--- config.mk ---
export PLATFORM = sky130hd
export DESIGN_NAME = spi_slave_ctrl
export DESIGN_NICKNAME = d
export VERILOG_FILES = /design/src/rtl/spi_pkg.sv /design/src/rtl/sck_detect.sv /design/src/rtl/spi_slave_ctrl.sv
export SDC_FILE = /design/constraint.sdc
export NUM_CORES = 1
export LEC_CHECK = 0
export CAP_MARGIN = 20
export CELL_PAD_IN_SITES_DETAIL_PLACEMENT = 1
export CELL_PAD_IN_SITES_GLOBAL_PLACEMENT = 2
export CORE_MARGIN = 5
export CORE_UTILIZATION = 38
export CTS_BUF_LIST = sky130_fd_sc_hd__clkbuf_16
export DETAILED_ROUTE_END_ITERATION = 10
export HOLD_SLACK_MARGIN = 0.15
export PLACE_DENSITY_LB_ADDON = 0.2
export SETUP_SLACK_MARGIN = 0.05
export SLEW_MARGIN = 10
export SYNTH_ARGS = -nofsm -noshare
export SYNTH_HDL_FRONTEND = slang
export SYNTH_SLANG_ARGS = --single-unit
--- constraint.sdc ---
create_clock -name clk -period 2.72 [get_ports clk]
set_clock_uncertainty 0.1 [all_clocks]
set_input_delay 0.544 -clock clk [delete_from_list [all_inputs] [get_ports clk]]
set_output_delay 0.544 -clock clk [all_outputs]
set_load 0.02 [all_outputs]
--- src/rtl/spi_pkg.sv ---
// Shared definitions for the SPI slave frame controller: FSM encoding and
// the default log2 of the maximum frame length.
package spi_pkg;

  localparam int SPI_MAX_WIDTH_LOG_DEFAULT = 4;

  localparam logic [0:0] ST_IDLE   = 1'b0;
  localparam logic [0:0] ST_ACTIVE = 1'b1;

endpackage

--- src/rtl/sck_detect.sv ---
// Edge detector for the synchronized SPI pins: chip-select start/finish
// events and SCK leading/trailing edges relative to the idle level (cpol).
module sck_detect #(
  parameter int SPI_MAX_WIDTH_LOG = spi_pkg::SPI_MAX_WIDTH_LOG_DEFAULT
) (
  input  logic clk,
  input  logic rst_n,
  input  logic cpol,
  input  logic sck,
  input  logic cs,
  output logic spi_start,
  output logic spi_finish,
  output logic sck_first_edge,
  output logic sck_second_edge
);

  logic sck_q;
  logic cs_q;
  logic sck_toggle;

  if (SPI_MAX_WIDTH_LOG < 1 || SPI_MAX_WIDTH_LOG > 8) begin : g_bad_width
    $error("sck_detect: SPI_MAX_WIDTH_LOG must be in 1..8");
  end

  // cs_q resets high so the bus looks deselected until the pin is seen.
  always_ff @(posedge clk or negedge rst_n) begin
    if (!rst_n) begin
      sck_q <= 1'b0;
      cs_q  <= 1'b1;
    end else begin
      sck_q <= sck;
      cs_q  <= cs;
    end
  end

  assign sck_toggle      = sck ^ sck_q;
  assign spi_start       = cs_q & ~cs;
  assign spi_finish      = ~cs_q & cs;
  // The first edge of a bit leaves the idle level, the second returns to it.
  assign sck_first_edge  = sck_toggle & (sck != cpol);
  assign sck_second_edge = sck_toggle & (sck == cpol);

endmodule

--- src/rtl/spi_slave_ctrl.sv ---
// SPI slave frame controller: shifts MOSI into rx words, shifts a buffered
// tx word out on MISO, and repeats frames back-to-back while cs is low.
module spi_slave_ctrl
  import spi_pkg::*;
#(
  parameter int SPI_MAX_WIDTH_LOG = SPI_MAX_WIDTH_LOG_DEFAULT
) (
  input  logic                           clk,
  input  logic                           rst_n,
  input  logic                           cpol,
  input  logic                           cpha,
  input  logic [SPI_MAX_WIDTH_LOG-1:0]   spi_width,
  input  logic                           sck,
  input  logic                           cs,
  input  logic                           mosi,
  output logic                           miso,
  output logic                           miso_oe,
  input  logic [2**SPI_MAX_WIDTH_LOG-1:0] tx_data,
  input  logic                           tx_valid,
  output logic                           tx_ready,
  output logic [2**SPI_MAX_WIDTH_LOG-1:0] rx_data,
  output logic                           rx_valid,
  output logic                           tx_underrun,
  output logic                           frame_abort,
  output logic                           busy
);

  localparam int DW = 2**SPI_MAX_WIDTH_LOG;

  logic [0:0]                   state;
  logic [SPI_MAX_WIDTH_LOG-1:0] bit_cnt;
  logic [DW-1:0]                tx_sh;
  logic [DW-1:0]                rx_sh;
  logic [DW-1:0]                tx_buf;
  logic                         tx_full;

  logic          spi_start, spi_finish, sck_first_edge, sck_second_edge;
  logic          active, sample, drive, word_done, load, accept;
  logic [DW-1:0] rx_next, width_mask;

  sck_detect #(.SPI_MAX_WIDTH_LOG(SPI_MAX_WIDTH_LOG)) u_sck_detect (
    .clk             (clk),
    .rst_n           (rst_n),
    .cpol            (cpol),
    .sck             (sck),
    .cs              (cs),
    .spi_start       (spi_start),
    .spi_finish      (spi_finish),
    .sck_first_edge  (sck_first_edge),
    .sck_second_edge (sck_second_edge)
  );

  assign active     = (state == ST_ACTIVE);
  assign sample     = active & (cpha ? sck_second_edge : sck_first_edge);
  assign drive      = active & (cpha ? sck_first_edge : sck_second_edge);
  assign word_done  = sample & (bit_cnt == spi_width);
  assign load       = (~active & spi_start) | word_done;
  assign accept     = tx_valid & ~tx_full;
  assign rx_next    = {rx_sh[DW-2:0], mosi};
  // ~spi_width equals (DW-1 - spi_width), leaving spi_width+1 ones.
  assign width_mask = {DW{1'b1}} >> (~spi_width);

  always_ff @(posedge clk or negedge rst_n) begin
    if (!rst_n) begin
      state <= ST_IDLE;
    end else begin
      case (state)
        ST_IDLE:   if (spi_start)  state <= ST_ACTIVE;
        ST_ACTIVE: if (spi_finish) state <= ST_IDLE;
        default:                   state <= ST_IDLE;
      endcase
    end
  end

  always_ff @(posedge clk or negedge rst_n) begin
    if (!rst_n) begin
      bit_cnt     <= '0;
      tx_sh       <= '0;
      rx_sh       <= '0;
      tx_buf      <= '0;
      tx_full     <= 1'b0;
      rx_data     <= '0;
      rx_valid    <= 1'b0;
      tx_underrun <= 1'b0;
      frame_abort <= 1'b0;
    end else begin
      rx_valid    <= 1'b0;
      tx_underrun <= 1'b0;
      frame_abort <= 1'b0;

      if (sample) begin
        rx_sh   <= rx_next;
        bit_cnt <= bit_cnt + 1'b1;
      end
      if (word_done) begin
        rx_data  <= rx_next & width_mask;
        rx_valid <= 1'b1;
        bit_cnt  <= '0;
      end

      // The MSB of each word stays on the line until its first sample.
      if (drive && bit_cnt != '0) tx_sh <= tx_sh << 1;

      if (load) begin
        if (tx_full) begin
          tx_sh   <= tx_buf;
          tx_full <= 1'b0;
        end else begin
          tx_sh       <= '0;
          tx_underrun <= 1'b1;
        end
      end
      // NOTE: non-blocking updates make the last assignment win, so a
      // same-cycle accept overrides the load's clear while the load above
      // still read the pre-accept buffer contents.
      if (accept) begin
        tx_buf  <= tx_data;
        tx_full <= 1'b1;
      end

      if (active && spi_finish) begin
        bit_cnt <= '0;
        if (bit_cnt != '0 && !word_done) frame_abort <= 1'b1;
      end
    end
  end

  assign tx_ready = ~tx_full;
  assign busy     = active;
  assign miso_oe  = ~cs;
  assign miso     = miso_oe & tx_sh[spi_width];

endmodule

==> results.md <==
- WP buf/inv: 2
- Fin. Hold Viols: 0
- Net Sw Frac: between 20 and 30%
- Number of routed nets with antenna violations: 0
- Final period util: a little over 90%
- Core ar.: ~0.0087 sq mm
- Post-Syn Area: 0.00340 sq mm
- Rel. slew slack: 63.1%
- Min-delay worst type: primary input to async pin
- Clock-pin slew on the worst setup and hold paths: 60 ps
- CP cell instances: clkdlybuf4s15_2 -> mux4_2 -> nor2b_1 -> a211oi_1 -> a211oi_1 -> buf_2
- Post-layout utilization of the core: 50.5%
- Clk Tree Root Cell: clkbuf_16
- Achievable Freq: 396 MHz
- Startpoint types: primary input
- Worst VDD drop: around 0.38 mV
- Largest net degree at the start of global routing: 44
- FF+latch area: 0.00185 sq mm
- First-pass DRT Iterations: 4
- Placed cells: 456
- Gpl congestion: 0.684
- GR Overflow Total: 0
- Post-layout minimum cycle time: around 2500 ps
- Max FO, Critical Path: 3
- Clock buffer depth: 2
- Top delay family on crit path: multiplexers
- Final Non-Filler Cells: 472
- Die height: 105 um
- Critical path class: primary input to primary output
- Synthesis Warnings: 0
- Endpoints failing setup: 0
- Post-CTS Hold Buffers: 0
- Fillers: 954
- Synthesis-to-layout area growth: 29.6%
- Slew Viols, Final: 0
- Routed via count: 2,351
- Initial antenna violation count: 0
- Syn_area_per_cell: 11.1 sq um
- Maxcap violations: 0
- Initial core utilization: around 39%
- Post-DP HPWL: 5260 um
- H-tree depth: 3
- Worst slew pin tran: 553 ps
- Post-CTS Resized: 9
- Clock Latency Late Sink: 330 ps
- Power share of the sequential group: a little over 40%
- # Post-CTS Setup Buffers: 0
- Fin Hold WS: between 100 and 150 ps
- Vias in the first global route: between 2,000 and 3,000
- Crit path largest cell delay: 500 ps
- Detailed-route wire length per cell: 15.4 um
- Power density over cell area: 916 mW/mm^2
- First-pass GRT wire length: 12,500 um
- Int Pwr: about 2.9 mW
- Syn_nets: about 340
- N_diodes: 0
- Clk sinks: 74
- # nets final: 389
- # rows: 34
- I/O Buffers: 50
- Critical path's slowest cell: mux4_2
- Initial DRC count: 27
- RSZ-0062 raised after global routing: false
- R2R setup slack: between 700 and 800 ps
- Vias/cell: 4.98
- Gr usage total: ~14%
- Most frequent CP cell: a211oi_1
- I/O pin count: 51
- Area taken by multi-input logic gates: 0.00141 sq mm
- Share of cells above drive strength 1: 15.7%
- TNS Setup: 0 ps
- P_sw: 1.12 mW
- Syn Inst Count: about 300
- Placed cell area: 0.00403 sq mm
- Final Instance Area: 0.00440 sq mm
- Combinational Power Share: 23.1%
- CTS tree: yes
- Die Width: 105 um
- Leakage: 2.02 nW
- CTS buffer count: 9
- Full die area: 0.0109 sq mm
- Synth unique cells: between 40 and 50
- Sequential area share after synthesis: between 50% and 60%
- Synth Register Bits: between 70 and 80
- Status: completed
- Final wirelength: 7250 um
- Power share of the clock group: 35.9%
- Critical path endpoint category: primary output
- CP arrival: about 1900 ps
- CP required: around 2100 ps
- Drc violations: 0
==> power groups by stage <==
stage               clock (mW)  sequential (mW)  combinational (mW)
CTS                       1.48             1.66               0.956
floorplan                    0             1.62               0.656
detailed placement           0             1.68               0.943
finish                    1.45             1.65               0.931
global route              1.52             1.69                1.05
global placement             0             1.67               0.919
==> synth_stat cells (all sizes together) <==
cell,number,area share (%)
a211oi,2,0.44
a21o,1,0.22
a21oi,3,0.44
a22o,2,0.52
and2,2,0.37
and3,2,0.37
buf,9,2.2
clkbuf,12,1.3
dfrtp,73,54
dfstp,1,0.77
ha,2,0.74
inv,6,0.66
mux2,19,6.4
mux2i,32,9.4
mux4,4,2.7
nand2,79,8.7
nand3,4,0.59
nand3b,5,1.1
nand4,2,0.37
nor2,2,0.22
nor2b,3,0.55
nor3,1,0.15
nor3b,1,0.22
nor4b,1,0.44
o2111ai,1,0.26
o211ai,2,0.44
o21a,2,0.44
o21ai,20,2.9
o311ai,1,0.26
o31ai,2,0.44
o32a,1,0.29
o41ai,1,0.26
or2,1,0.18
xnor2,6,1.8
==> sequential cells by signal, indices dropped and copies added (netlist names) <==
signal / count
u_sck_detect.cs_q: 1
tx_buf: 16
tx_underrun: 1
rx_data: 16
rx_sh: 15
frame_abort: 1
bit_cnt: 4
busy: 1
tx_sh: 16
rx_valid: 1
tx_full: 1
u_sck_detect.sck_q: 1
==> path summary, 6_finish.rpt <==
path / startpoint / endpoint / cells past startpoint
min reg2reg: rx_data[7] / rx_data[7] / 2
min in group clk: rx_data[7] / rx_data[7] / 2
max reg2reg: bit_cnt[0] / tx_sh[7] / 7
max: spi_width[0] / miso / 6
min: rst_n / rx_data[5] / 2
max in group asynchronous: rst_n / tx_sh[9] / 2
==> routing by layer <==
metal  vias up  wire length (um)  GRT usage [%]  part of all wire [%]
li1       1147                 -              -                     -
met1      1151              3250           17.8                    45
met2        43              3650           23.3                    50
met3        10               228           2.96                   3.1
met4         0               121           5.55                   1.7
met5         -                 0              0                     0
==> logic make-up after synthesis <==
family	count (synthesis)	synth area share (%)
fa+ha+maj	2	0.737
flops	74	54.5
buf+inv	27	4.20
mux	55	18.5
compound gates	38	6.96
xor+xnor	6	1.77
simple gates	103	13.3
==> through the flow <==
| step | power [mW] | setup slack [ps] |
|---|---|---|
| floorplan | 2.27 | 183 |
| global placement | 2.59 | -559 |
| detailed placement | 2.62 | -591 |
| CTS | 4.09 | 81.3 |
| global route | 4.26 | 87.5 |
| finish | 4.03 | 197 |
==> layout by cell type (no fill, tap or decap), types with 4 or more instances in the layout <==
| cell type | Yosys | routed |
|---|---|---|
| mux2_2 | 17 | 17 |
| mux4_2 | 4 | 4 |
| dfrtp_1 | 73 | 73 |
| clkdlybuf4s50_1 | 0 | 46 |
| o21ai_0 | 5 | 5 |
| nand3_1 | 4 | 4 |
| nand2_1 | 79 | 79 |
| bufinv_16 | 0 | 4 |
| xnor2_1 | 5 | 5 |
| o21ai_1 | 15 | 15 |
| buf_4 | 1 | 12 |
| clkbuf_16 | 0 | 9 |
| nand3b_1 | 5 | 5 |
| mux2i_1 | 32 | 32 |
| inv_1 | 6 | 7 |
==> cell type report <==
class,count,area share [%]
Clock buffer,9,5.12
Sequential cell,74,42.1
Timing Repair Buffer,64,14.0
Tap cell,108,3.07
Multi-Input combinational cell,204,32.0
Clock inverter,7,3.21
Inverter,6,0.512
Power figures use the tool's default switching activity.
==> RTL edit 1: new RTL, same settings <==
`SPI_MAX_WIDTH_LOG_DEFAULT`: 4 -> 2.
--- a/src/rtl/spi_pkg.sv
+++ b/src/rtl/spi_pkg.sv
@@ -4,3 +4,3 @@
 
-  localparam int SPI_MAX_WIDTH_LOG_DEFAULT = 4;
+  localparam int SPI_MAX_WIDTH_LOG_DEFAULT = 2;
 
Ports: changed (resized rx_data, spi_width and tx_data); port bits go from 51 to 25. No check against the original RTL was run, so the function may have changed too.
==> RTL edit 1 against the original RTL <==
Synthesized cell count decreased by 71%. Routed wire length fell by 68%. Cell area is 65% lower. Maximum frequency increased by 2.7%. Total power decreased by 66%. Sequential cell count is 50 lower. Via count decreased by 67%. First-iteration DRC count is 15% higher. Die area down 62%. Sequential power is 65% lower. Worst setup slack better by 0.068 ns. Synthesized area fell by 66%. Largest cell class unchanged.
==> RTL edit 1: results (changes against the original RTL) <==
[outcome]
status=completed

[placed_design]
dp_cells=145  ; -68%
gp_congestion=0.722  ; +5.5%
portBuffers=24  ; -52%

[worst_setup_path]
reg2reg_slack_ns=0.99  ; +0.28 ns
r2r_end=tx_sh[1]
worstRegToRegCells=6  ; -1
critical_path.max_fanout=2  ; -1

[logic_synthesis]
synth_xor_area_frac=0.0296  ; +0.0119
ys_seq_area_frac=0.527  ; -0.0187
synth.distinct_cells=28  ; -32%
yosys-top-cells-area=dfrtp_1, mux2i_1, mux2_2
synthMuxAreaShare=0.231  ; +0.0462
syn_nets=102  ; -70%

[worst_hold_path]
hold_class=register to register

[clock_tree]
htreeDepth=1  ; -2
clk_latency_ns=0.25  ; -0.08 ns

[detailed_routing]
drt_iter0_drc=31  ; +15%
wl_mm=2.30  ; -68%

[global_routing]
grt_usage=0.124  ; -0.0161
grtUsageMet3=0.0432  ; +0.0136
use_met1=0.149  ; -0.0287
grt_first_pass_wirelength_mm=3.98  ; -68%
grt_pass1_vias=854  ; -67%

[power]
peakVddDrop_mv=0.500  ; +31%
leakage_uw=0.000730  ; -64%
p_int_uw=950  ; -67%

[sta]
timing.slew.headroom=0.675  ; +0.0439

[layout]
drive_above_1_share=0.195  ; +0.0383
nets=134  ; -66%
top_regs=rx_data: 4 flops, tx_buf: 4 flops, tx_sh: 4 flops

RTL edit 1: how the worst max path moves through the flow:
stage / end / cells past startpoint / slack, ns
after floorplan: rx_data[0] / 4 / 0.84
after global placement: miso / 4 / -0.21
after detailed placement: miso / 4 / -0.22
after CTS: miso / 4 / 0.25
after global routing: miso / 4 / 0.22
final: miso / 4 / 0.26
RTL edit 1: cell families after synthesis:
family | count (synthesis)
AOI/OAI and AO/OA | 6
DFF | 24
xor gates and xnor gates | 3
and+or+nand+nor | 22
buffers and inverters | 8
muxes | 22
adders and majority gates | 2
RTL edit 1: metrics by stage:
| step | worst slack [ns] | TNS [ns] | hold WS [ns] |
|---|---|---|---|
| 2_1_floorplan | 0.841 | 0 | 0.148 |
| 6_report | 0.265 | 0 | 0.405 |
| 4_1_cts | 0.251 | 0 | 0.411 |
| 5_1_grt | 0.218 | 0 | 0.427 |
| 3_5_place_dp | -0.217 | -0.217 | 0.396 |
| 3_3_place_gp | -0.208 | -0.208 | 0.385 |
RTL edit 1: power groups by stage:
stage / Sequential (uW) / Clock (uW) / Combinational (uW)
2_1_floorplan: 595 / 0 / 302
3_3_place_gp: 582 / 0 / 489
3_5_place_dp: 591 / 0 / 502
4_1_cts: 585 / 328 / 502
5_1_grt: 602 / 350 / 535
6_report: 583 / 318 / 490
RTL edit 1: worst max-delay path: stages:
cell and delay [ns]:
clkdlybuf4s50_1 0.50, mux4_2 0.29, and2_1 0.16, dlygate4sd2_1 0.31
RTL edit 1: cell type report:
class	instances	area, sq um	share of cell area
flip-flops and latches	24	602	0.395
inverters	7	26.3	0.0172
clock buffers	3	75.1	0.0493
multi-input cells	55	510	0.335
clock inverters	1	3.75	0.00246
well taps	31	38.8	0.0255
repair buffers	28	268	0.176
RTL edit 1: repair_timing:
item                       in CTS  in global routing
gates resized for setup         2                  0
buffers inserted                0                  0
setup endpoints to repair       1                  0
RTL edit 1: layer usage:
metal / routed length (um) / vias to the layer above / share of wire
met1: 1010 / 384 / 0.44
met2: 1110 / 20 / 0.48
met4: 18 / 0 / 0.0078
met3: 158 / 2 / 0.069
li1: - / 360 / -
met5: 0 / - / 0
==> RTL edit 2: new RTL, same flow settings <==
Without the edit above. Put one more register stage on the output `tx_underrun`, cleared by the reset. The value now appears one clock later. The other outputs are not delayed to match.
--- a/src/rtl/spi_slave_ctrl.sv
+++ b/src/rtl/spi_slave_ctrl.sv
@@ -28,2 +28,4 @@
   localparam int DW = 2**SPI_MAX_WIDTH_LOG;
+
+  logic tx_underrun_s0;
 
@@ -83,3 +85,3 @@
       rx_valid    <= 1'b0;
-      tx_underrun <= 1'b0;
+      tx_underrun_s0 <= 1'b0;
       frame_abort <= 1'b0;
@@ -87,3 +89,3 @@
       rx_valid    <= 1'b0;
-      tx_underrun <= 1'b0;
+      tx_underrun_s0 <= 1'b0;
       frame_abort <= 1'b0;
@@ -109,3 +111,3 @@
           tx_sh       <= '0;
-          tx_underrun <= 1'b1;
+          tx_underrun_s0 <= 1'b1;
         end
@@ -132,2 +134,10 @@
 
+  always_ff @(posedge clk or negedge rst_n) begin
+    if (!rst_n) begin
+      tx_underrun <= '0;
+    end else begin
+      tx_underrun <= tx_underrun_s0;
+    end
+  end
+
 endmodule
Formal check against the unedited RTL: not equivalent (a bounded check fails within 4 cycles, from zero or initial values and one cycle with rst_n low).
==> RTL edit 2 against the original RTL <==
Sequential cell count up 1. Synthesized cell count up 0.33%. Synthesized area up 0.74%. Cell area up 1.4%. Worst setup slack worse by 0.024 ns. Total power down 3.8%. Final cell count up 1.5%. Sequential share of layout area about the same. Utilization up 0.45 points. Register-to-register slack worse by 0.05 ns. Routed wire length up 2.0%. Die area up 0.66%. Highest routed layer unchanged.
==> RTL edit 2: results (changes against the original RTL) <==
[global_routing]
grt_usage=0.143  ; +0.00347
grt_pass1_vias=2577  ; +0.86%
grt_first_pass_wirelength_mm=12.9  ; +3.1%
grt_antenna_before_repair=1  ; +1
grt_max_degree=76  ; +73%
use_met1=0.184  ; +0.00669
gr-usage-met2=0.230  ; -0.00282
grtUsageMet3=0.0450  ; +0.0154

[logic_synthesis]
yosys_warnings=0  ; unchanged
syn_nets=336  ; +0.30%
ys_seq_area_frac=0.549  ; +0.00332
synth.distinct_cells=41  ; unchanged
synthArstFlopShare=1.00  ; unchanged
yosys-top-cells-area=dfrtp_1, mux2i_1, nand2_1
synthTopCellsByCount=nand2_1, dfrtp_1, mux2i_1, mux2_2, o21ai_1
ys.flop_type=dfrtp_1

[worst_setup_path]
reg2reg_from=bit_cnt[0]
crit_end=miso
crit_start=spi_width[0]
reg2reg_slack_ns=0.66  ; -0.05 ns
path_delay_family=buffers and inverters
r2r_end=tx_sh[9]
cp.arrival_ns=1.90  ; +0.02 ns
critical_path.max_fanout=4  ; +1
worstRegToRegCells=7  ; unchanged

[power]
leakage_uw=0.00205  ; +1.5%
peakVddDrop_mv=0.360  ; -5.6%

[clock_tree]
cts.path.max_buffers=2  ; unchanged
clk_pin_slew_worst_paths_ns=0.06  ; about the same
htreeDepth=3  ; unchanged
clk_latency_ns=0.33  ; about the same
cts_buffers=9  ; unchanged

[detailed_routing]
drt_iter0_drc=44  ; +63%
dr.pass1.iters=3  ; -1
postRouteAntennaNets=0  ; unchanged
wl_mm=7.39  ; +2.0%
vias=2380  ; +1.2%

[worst_hold_path]
hold_class=register to register

[layout]
num-fill-cells=955  ; +0.10%
nets=395  ; +1.5%
top_regs=rx_data: 16 flops, tx_buf: 16 flops, tx_sh: 16 flops
drive_above_1_share=0.168  ; +0.0110

[outcome]
status=completed

[placed_design]
gp_congestion=0.741  ; +8.3%
post-dp-hpwl_mm=5.16  ; -1.9%

[sta]
tightest_slew_ns=0.509  ; -0.0442 ns

-- RTL edit 2: what timing repair did --
item | 4_1_cts | 5_1_grt
hold buffers | 0 | 1
resized for setup | 9 | 1
endpoints found under the setup margin | 1 | 1
buffers inserted | 0 | 0
pin swaps | 0 | 0
endpoints found under the hold margin | 0 | 22
-- RTL edit 2: area by class of cell --
| type | instances | area (sq um) | share of cell area |
|---|---|---|---|
| Sequential cell | 75 | 1880 | 0.421 |
| Multi-Input combinational cell | 204 | 1420 | 0.318 |
| Timing Repair Buffer | 69 | 696 | 0.156 |
| Clock buffer | 9 | 225 | 0.0504 |
| Tap cell | 108 | 135 | 0.0303 |
| Clock inverter | 7 | 85.1 | 0.0191 |
| Inverter | 6 | 22.5 | 0.00504 |
| Antenna cell | 1 | 2.50 | 0.000561 |
-- RTL edit 2: report_power, final --
| part | total, uW | leakage (uW) | switching (uW) | internal, uW |
|---|---|---|---|---|
| logic | 958 | 0.000923 | 441 | 517 |
| registers | 1660 | 0.000971 | 227 | 1440 |
| clock network | 1250 | 0.000154 | 461 | 793 |
| total | 3880 | 0.00205 | 1130 | 2750 |
-- RTL edit 2: worst min path at each step --
stage	startpoint	end	slack (ns)	cells past startpoint
5_1_grt	tx_underrun_s0	tx_underrun	0.28	0
2_1_floorplan	rst_n	bit_cnt[0]	0.15	0
3_3_place_gp	tx_underrun_s0	tx_underrun	0.24	0
4_1_cts	tx_underrun_s0	tx_underrun	0.25	0
3_5_place_dp	tx_underrun_s0	tx_underrun	0.24	0
6_report	tx_underrun_s0	tx_underrun	0.25	0
-- RTL edit 2: metal layers --
layer | wire, um | part of all wire
met1 | 3400 | 0.46
met2 | 3550 | 0.48
met3 | 311 | 0.042
met4 | 138 | 0.019
met5 | 0 | 0
-- RTL edit 2: logic make-up after synthesis --
family	Yosys count	synth area share
DFF	75	0.549
and+or+nand+nor	103	0.132
muxes	55	0.184
buffers and inverters	27	0.0417
AOI/OAI and AO/OA	38	0.0691
xor gates and xnor gates	6	0.0176
adders and majority gates	2	0.00731
-- RTL edit 2: stage by stage --
step | hold WS [ns] | std cells | util | setup WS (ns) | instance area [sq um]
floorplan | 0.148 | 306 | - | 0.183 | 3420
global placement | 0.238 | 460 | 0.469 | -0.527 | 4110
detailed placement | 0.238 | 460 | 0.469 | -0.634 | 4110
CTS | 0.252 | 476 | 0.506 | 0.0513 | 4430
global route | 0.280 | 479 | 0.509 | 0.0898 | 4460
finish | 0.248 | 479 | 0.509 | 0.173 | 4460
